**config.mk**
```make
export PLATFORM = sky130hd
export DESIGN_NAME = multi_digit_counter
export DESIGN_NICKNAME = d
export VERILOG_FILES = /design/src/rtl/multi_digit_counter_pkg.sv /design/src/rtl/multi_digit_counter_hex7seg_decode.sv /design/src/rtl/multi_digit_counter.sv
export SDC_FILE = /design/constraint.sdc
export NUM_CORES = 1
export LEC_CHECK = 0
export BUFFER_PORTS_ARGS = -buffer_cell sky130_fd_sc_hd__buf_2
export CORE_MARGIN = 1
export CORE_UTILIZATION = 50
export CTS_CLUSTER_SIZE = 20
export DETAILED_ROUTE_END_ITERATION = 6
export GPL_TIMING_DRIVEN = 0
export HOLD_SLACK_MARGIN = 0.15
export PLACE_DENSITY_LB_ADDON = 0.05
export SETUP_SLACK_MARGIN = 0.02
export SLEW_MARGIN = 20
export SYNTH_ARGS = -nofsm -noshare
export SYNTH_HDL_FRONTEND = slang
export SYNTH_SLANG_ARGS = --single-unit
```
**constraint.sdc**
```tcl
create_clock -name clk -period 3.1 [get_ports clk]
set_input_delay 0.62 -clock clk [delete_from_list [all_inputs] [get_ports clk]]
set_output_delay 0.62 -clock clk [all_outputs]
set_load 0.02 [all_outputs]
```
**src/rtl/multi_digit_counter_pkg.sv**
```systemverilog
// Shared constants for the multi-digit counter: widths and active-low
// 7-segment glyphs (bit0 = a .. bit6 = g).
package multi_digit_counter_pkg;

  localparam int DIGIT_W = 4;
  localparam int SEG_W   = 7;

  localparam logic [6:0] SEG_0     = 7'b1000000;
  localparam logic [6:0] SEG_1     = 7'b1111001;
  localparam logic [6:0] SEG_2     = 7'b0100100;
  localparam logic [6:0] SEG_3     = 7'b0110000;
  localparam logic [6:0] SEG_4     = 7'b0011001;
  localparam logic [6:0] SEG_5     = 7'b0010010;
  localparam logic [6:0] SEG_6     = 7'b0000010;
  localparam logic [6:0] SEG_7     = 7'b1111000;
  localparam logic [6:0] SEG_8     = 7'b0000000;
  localparam logic [6:0] SEG_9     = 7'b0010000;
  localparam logic [6:0] SEG_A     = 7'b0001000;
  localparam logic [6:0] SEG_B     = 7'b0000011;
  localparam logic [6:0] SEG_C     = 7'b1000110;
  localparam logic [6:0] SEG_D     = 7'b0100001;
  localparam logic [6:0] SEG_E     = 7'b0000110;
  localparam logic [6:0] SEG_F     = 7'b0001110;
  localparam logic [6:0] SEG_BLANK = 7'b1111111;

endpackage

```
**src/rtl/multi_digit_counter_hex7seg_decode.sv**
```systemverilog
// One-digit hex to active-low 7-segment decoder with a blanking input.
module hex7seg_decode
  import multi_digit_counter_pkg::*;
(
  input  logic [DIGIT_W-1:0] digit,
  input  logic               blank,
  output logic [SEG_W-1:0]   seg
);

  always_comb begin
    seg = SEG_BLANK;
    if (!blank) begin
      case (digit)
        4'h0: seg = SEG_0;
        4'h1: seg = SEG_1;
        4'h2: seg = SEG_2;
        4'h3: seg = SEG_3;
        4'h4: seg = SEG_4;
        4'h5: seg = SEG_5;
        4'h6: seg = SEG_6;
        4'h7: seg = SEG_7;
        4'h8: seg = SEG_8;
        4'h9: seg = SEG_9;
        4'hA: seg = SEG_A;
        4'hB: seg = SEG_B;
        4'hC: seg = SEG_C;
        4'hD: seg = SEG_D;
        4'hE: seg = SEG_E;
        default: seg = SEG_F;
      endcase
    end
  end

endmodule

```
**src/rtl/multi_digit_counter.sv**
```systemverilog
// Multi-digit hex/BCD up/down counter with 7-segment outputs.
// Define MULTI_DIGIT_COUNTER_LZB_EN for leading-zero blanking.
module multi_digit_counter
  import multi_digit_counter_pkg::*;
#(
  parameter int NUM_DIGITS = 4,
  parameter int BCD        = 0,
  parameter int WRAP       = 1
) (
  input  logic                          clk,
  input  logic                          reset,
  input  logic                          en,
  input  logic                          up,
  input  logic                          load,
  input  logic [DIGIT_W*NUM_DIGITS-1:0] load_val,
  output logic [DIGIT_W*NUM_DIGITS-1:0] count,
  output logic                          tc,
  output logic [SEG_W*NUM_DIGITS-1:0]   hex
);

  localparam int W = DIGIT_W * NUM_DIGITS;
  localparam logic [3:0] DMAX = (BCD != 0) ? 4'd9 : 4'hF;

  logic [W-1:0]          nxt;
  logic [W-1:0]          lv;
  logic                  term;
  logic [NUM_DIGITS-1:0] blank;

  // Per-digit ripple; carry out of the top digit means count was terminal.
  always_comb begin
    logic [3:0] d;
    logic       c;
    nxt = count;
    c   = 1'b1;
    for (int i = 0; i < NUM_DIGITS; i++) begin
      d = count[4*i +: 4];
      if (c) begin
        if (up) begin
          if (d == DMAX) begin
            nxt[4*i +: 4] = 4'd0;
          end else begin
            nxt[4*i +: 4] = d + 4'd1;
            c = 1'b0;
          end
        end else begin
          if (d == 4'd0) begin
            nxt[4*i +: 4] = DMAX;
          end else begin
            nxt[4*i +: 4] = d - 4'd1;
            c = 1'b0;
          end
        end
      end
    end
    term = c;
  end

  always_comb begin
    lv = load_val;
    for (int i = 0; i < NUM_DIGITS; i++) begin
      if (BCD != 0 && load_val[4*i +: 4] > 4'd9)
        lv[4*i +: 4] = 4'd9;
    end
  end

  always_ff @(posedge clk) begin
    if (reset) begin
      count <= '0;
      tc    <= 1'b0;
    end else if (load) begin
      count <= lv;
      tc    <= 1'b0;
    end else if (en) begin
      tc <= term;
      if (!term || WRAP != 0)
        count <= nxt;
    end else begin
      tc <= 1'b0;
    end
  end

`ifdef MULTI_DIGIT_COUNTER_LZB_EN
  always_comb begin
    logic lit;
    lit   = 1'b0;
    blank = '0;
    for (int i = NUM_DIGITS - 1; i > 0; i--) begin
      lit = lit | (count[4*i +: 4] != 4'd0);
      blank[i] = !lit;
    end
  end
`else
  assign blank = '0;
`endif

  for (genvar g = 0; g < NUM_DIGITS; g++) begin : g_dec
    hex7seg_decode u_dec (
      .digit (count[4*g +: 4]),
      .blank (blank[g]),
      .seg   (hex[7*g +: 7])
    );
  end

endmodule

```
==> flow_summary.yaml <==
run_status:
  status: "finished clean"
logic_synthesis:
  synth_cell_type_count: 66
  yosysWarnings: 0
  ys.flop_type: "dfxtp_1"
  synth_edf_count: 0
  yosys_register_bits: 45
  synth.top_cell.area_share_pct: 29.0
  syn_area_um2: 3100
  synth_largest_area_cell: "dfxtp_1"
  avgSynthCellArea_um2: 8.64
  async_flop_share_pct: 0
  netlist_instances: 359
  yosys-top-cells-area: "dfxtp_1 29%, ha_1 13%, mux2i_1 6.8%"
  yosysSeqAreaShare_pct: 29.0
  syn_nets: 413
power_and_ir_drop:
  sw_frac_of_total_pct: 34.6
  ir_drop_mv: 0.250
  internal_power_mw: 1.00
  p_switching_mw: 0.529
  leakage_nw: 1.77
  power_frac_seq_pct: 44.3
  power.share.combinational_pct: 32.7
  power.density_nw_per_um2: 417
  p_clk_share_pct: 22.9
die:
  core_area_um2: 5960
  start_util_pct: 52.1
  io_pins: 66
  die_h_um: 80.8
  dieArea_um2: 6520
  die_w_um: 80.8
  rows: 28
clocking:
  htreeDepth: 2
  cts.path.max_buffers: 2
  cts-root-buf: "clkbuf_8"
  clkSinkCount: 45
  clk_pin_slew_ps: 80
  numCtsBuffers: 5
  clk_latency_ps: 290
  cts_tree: "done"
  cts_hold_buf: 0
sta:
  tns_ps: 0
  worst_slack_ps: 176
  relSlewSlack_pct: 45.2
  setup_viol_count_final: 0
  fin_crit_ps: 2920
  hold_viol_final: 0
  rsz0062_at_grt: "no"
  fin_crit_sh_pct: 94.3
  tightest_slew_ps: 801
  max_freq_mhz: 342
  drv_slew: 0
  final.setup_skew_ps: 5.12
worst_setup_path:
  crit_type: "reg2reg"
  path_cells: "inv_1 -> ha_2 -> or4b_4 -> nand2_2 -> and3b_1 -> buf_6 -> mux2i_1 -> nand2_1 -> a21oi_4 -> inv_1 -> ha_1 -> inv_1 -> a21oi_1 -> mux2_2"
  cp-start-kind: "flip-flop"
  cp.arrival_ps: 3110
  cp_max_fo: 8
  crit_slowest_cell: "or4b_4"
  timing.rr.start: "count[4]"
  r2r-end: "g_dec[3].u_dec.seg[1]"
  r2r.worst_path.cells: 14
  critPathMaxStageDelay_ps: 480
  r2r_slack_ps: 180
  crit_top_cell: "inv_1"
  critPathTopFamily: "simple AND/OR/NAND/NOR gates"
  required_ps: 3290
  endpoint_kind: "flip-flop"
  path_buf_inv: 4
grt:
  antenna_found_initial: 0
  grt_pass1_vias: 2469
  grt.total_usage_pct: 22.1
  grt_max_degree: 13
  grt_overflow: 0
  grt_pass1_wl_um: 11300
route:
  vias_per_cell: 5.44
  wl_per_cell_um: 13.8
  remaining_drc_errors: 0
  drt-total-wl_um: 7030
  dr.pass1.iters: 4
  drt_iter0_drc: 128
  postRouteAntennaNets: 0
  vias: 2769
run:
  cap_violations: 0
layout:
  post-route-util_pct: 61.7
  antenna_cells: 0
  drive_above_1_share_pct: 25.3
  fin_area_um2: 3670
  syn2layout_area_growth_pct: 18.4
  fin_nets: 487
place:
  portBuffers: 64
  place_area_um2: 3520
  dpl.hpwl_um: 5160
  dp_slack_ps: -405
  gp_congestion: 0.889
hold_path:
  holdCritPathClass: "in2reg"
  whs_path_depth: 3
  holdCritStartpoint: "load_val[1]"
  min_to: "count[1]"
==> cell usage in the layout (no fill, tap or decap), types with 4 or more instances in the layout <==
cell	netlist	layout
nand2_1	29	29
buf_4	3	6
ha_1	33	32
dfxtp_1	45	42
mux2_2	4	4
buf_2	5	69
inv_1	36	36
nand3_1	7	7
o21a_1	6	6
clkbuf_1	5	7
xor2_1	4	4
nand4_1	4	4
a21oi_1	18	16
and3_1	4	4
clkbuf_8	0	5
nand2b_1	9	9
o21ai_0	16	16
nor2_1	22	21
o22ai_1	10	9
a211oi_1	5	5
mux2i_1	21	21
xnor2_1	5	5
==> cell type report <==
| cell class | count | area (µm²) |
|---|---|---|
| fillers | 542 | 2280 |
| multi-input cells | 260 | 2010 |
| flip-flops and latches | 45 | 905 |
| repair buffers | 67 | 343 |
| inverters | 37 | 139 |
| plain buffers | 17 | 97.6 |
| well taps | 75 | 93.8 |
| clock buffers | 8 | 80.1 |
==> metrics by stage <==
step / hold WS, ps / std cells / power (mW)
after global routing: 635 / 509 / 1.62
after CTS: 584 / 507 / 1.54
final: 615 / 509 / 1.53
after floorplan: 707 / 359 / 1.04
after detailed placement: 691 / 498 / 1.18
after global placement: 684 / 498 / 1.17
==> flip-flops by register name (all words and copies together) (netlist names) <==
register         flops
g_dec.u_dec.seg     28
count               16
tc                   1
==> per-layer routing <==
metal | track usage (%) | share of wire (%) | up-vias | routed length, µm
li1 | - | - | 1429 | -
met1 | 29.6 | 49 | 1264 | 3450
met2 | 35.5 | 45 | 66 | 3190
met3 | 3.71 | 4.1 | 10 | 288
met4 | 8.57 | 1.5 | 0 | 106
met5 | 0 | 0 | - | 0
==> synthesized netlist by cell type, drive strengths merged (5+ instances only) <==
master  instances
o21a            6
buf            12
a21oi          18
clkbuf          5
nor2           22
a211oi          7
ha             33
nand2b          9
nand2          30
nand3           7
o21ai          18
xnor2           5
inv            37
dfxtp          45
mux2i          21
o22ai          10
==> worst max path at each step <==
stage                                        to  startpoint  cells past startpoint
after floorplan           g_dec[3].u_dec.seg[1]          up                     13
after global placement    g_dec[3].u_dec.seg[1]          up                     14
after detailed placement  g_dec[3].u_dec.seg[1]          up                     14
after CTS                 g_dec[3].u_dec.seg[1]    count[4]                     14
after global routing      g_dec[1].u_dec.seg[3]    count[1]                     11
final                     g_dec[3].u_dec.seg[1]    count[4]                     14
==> worst register-to-register path, delay by kind of cell, from the launching register on <==
family	cells	cell delay, ps
simple gates	4	850
fa+ha+maj	2	490
mux	2	460
buf+inv	4	390
flops	1	370
compound gates	2	280
==> kinds of logic (layout without fill, tap and decap cells) <==
family                   after synthesis  in the layout  synth area share (%)
AO/OA/AOI/OAI                         97             97                  22.4
AND/OR/NAND/NOR                       95             95                  16.2
buffers and inverters                 54            129                  7.58
flip-flops                            45             45                  29.0
adder cells (fa/ha/maj)               33             33                  13.3
multiplexers                          26             26                  8.96
XOR/XNOR                               9              9                  2.54
==> power by group through the flow <==
| stage | Combinational [mW] | Clock (mW) | Sequential [mW] |
|---|---|---|---|
| floorplan | 0.277 | 0 | 0.765 |
| global placement | 0.483 | 0 | 0.689 |
| detailed placement | 0.487 | 0 | 0.690 |
| CTS | 0.492 | 0.366 | 0.676 |
| global route | 0.554 | 0.380 | 0.687 |
| finish | 0.501 | 0.351 | 0.678 |
==> what timing repair did <==
item                                    in CTS  in global routing
pin swaps                                    1                  2
gates resized for setup                      2                 11
buffers inserted                             1                  2
endpoints found under the setup margin       7                 15
(Power assumes the default switching activity.)
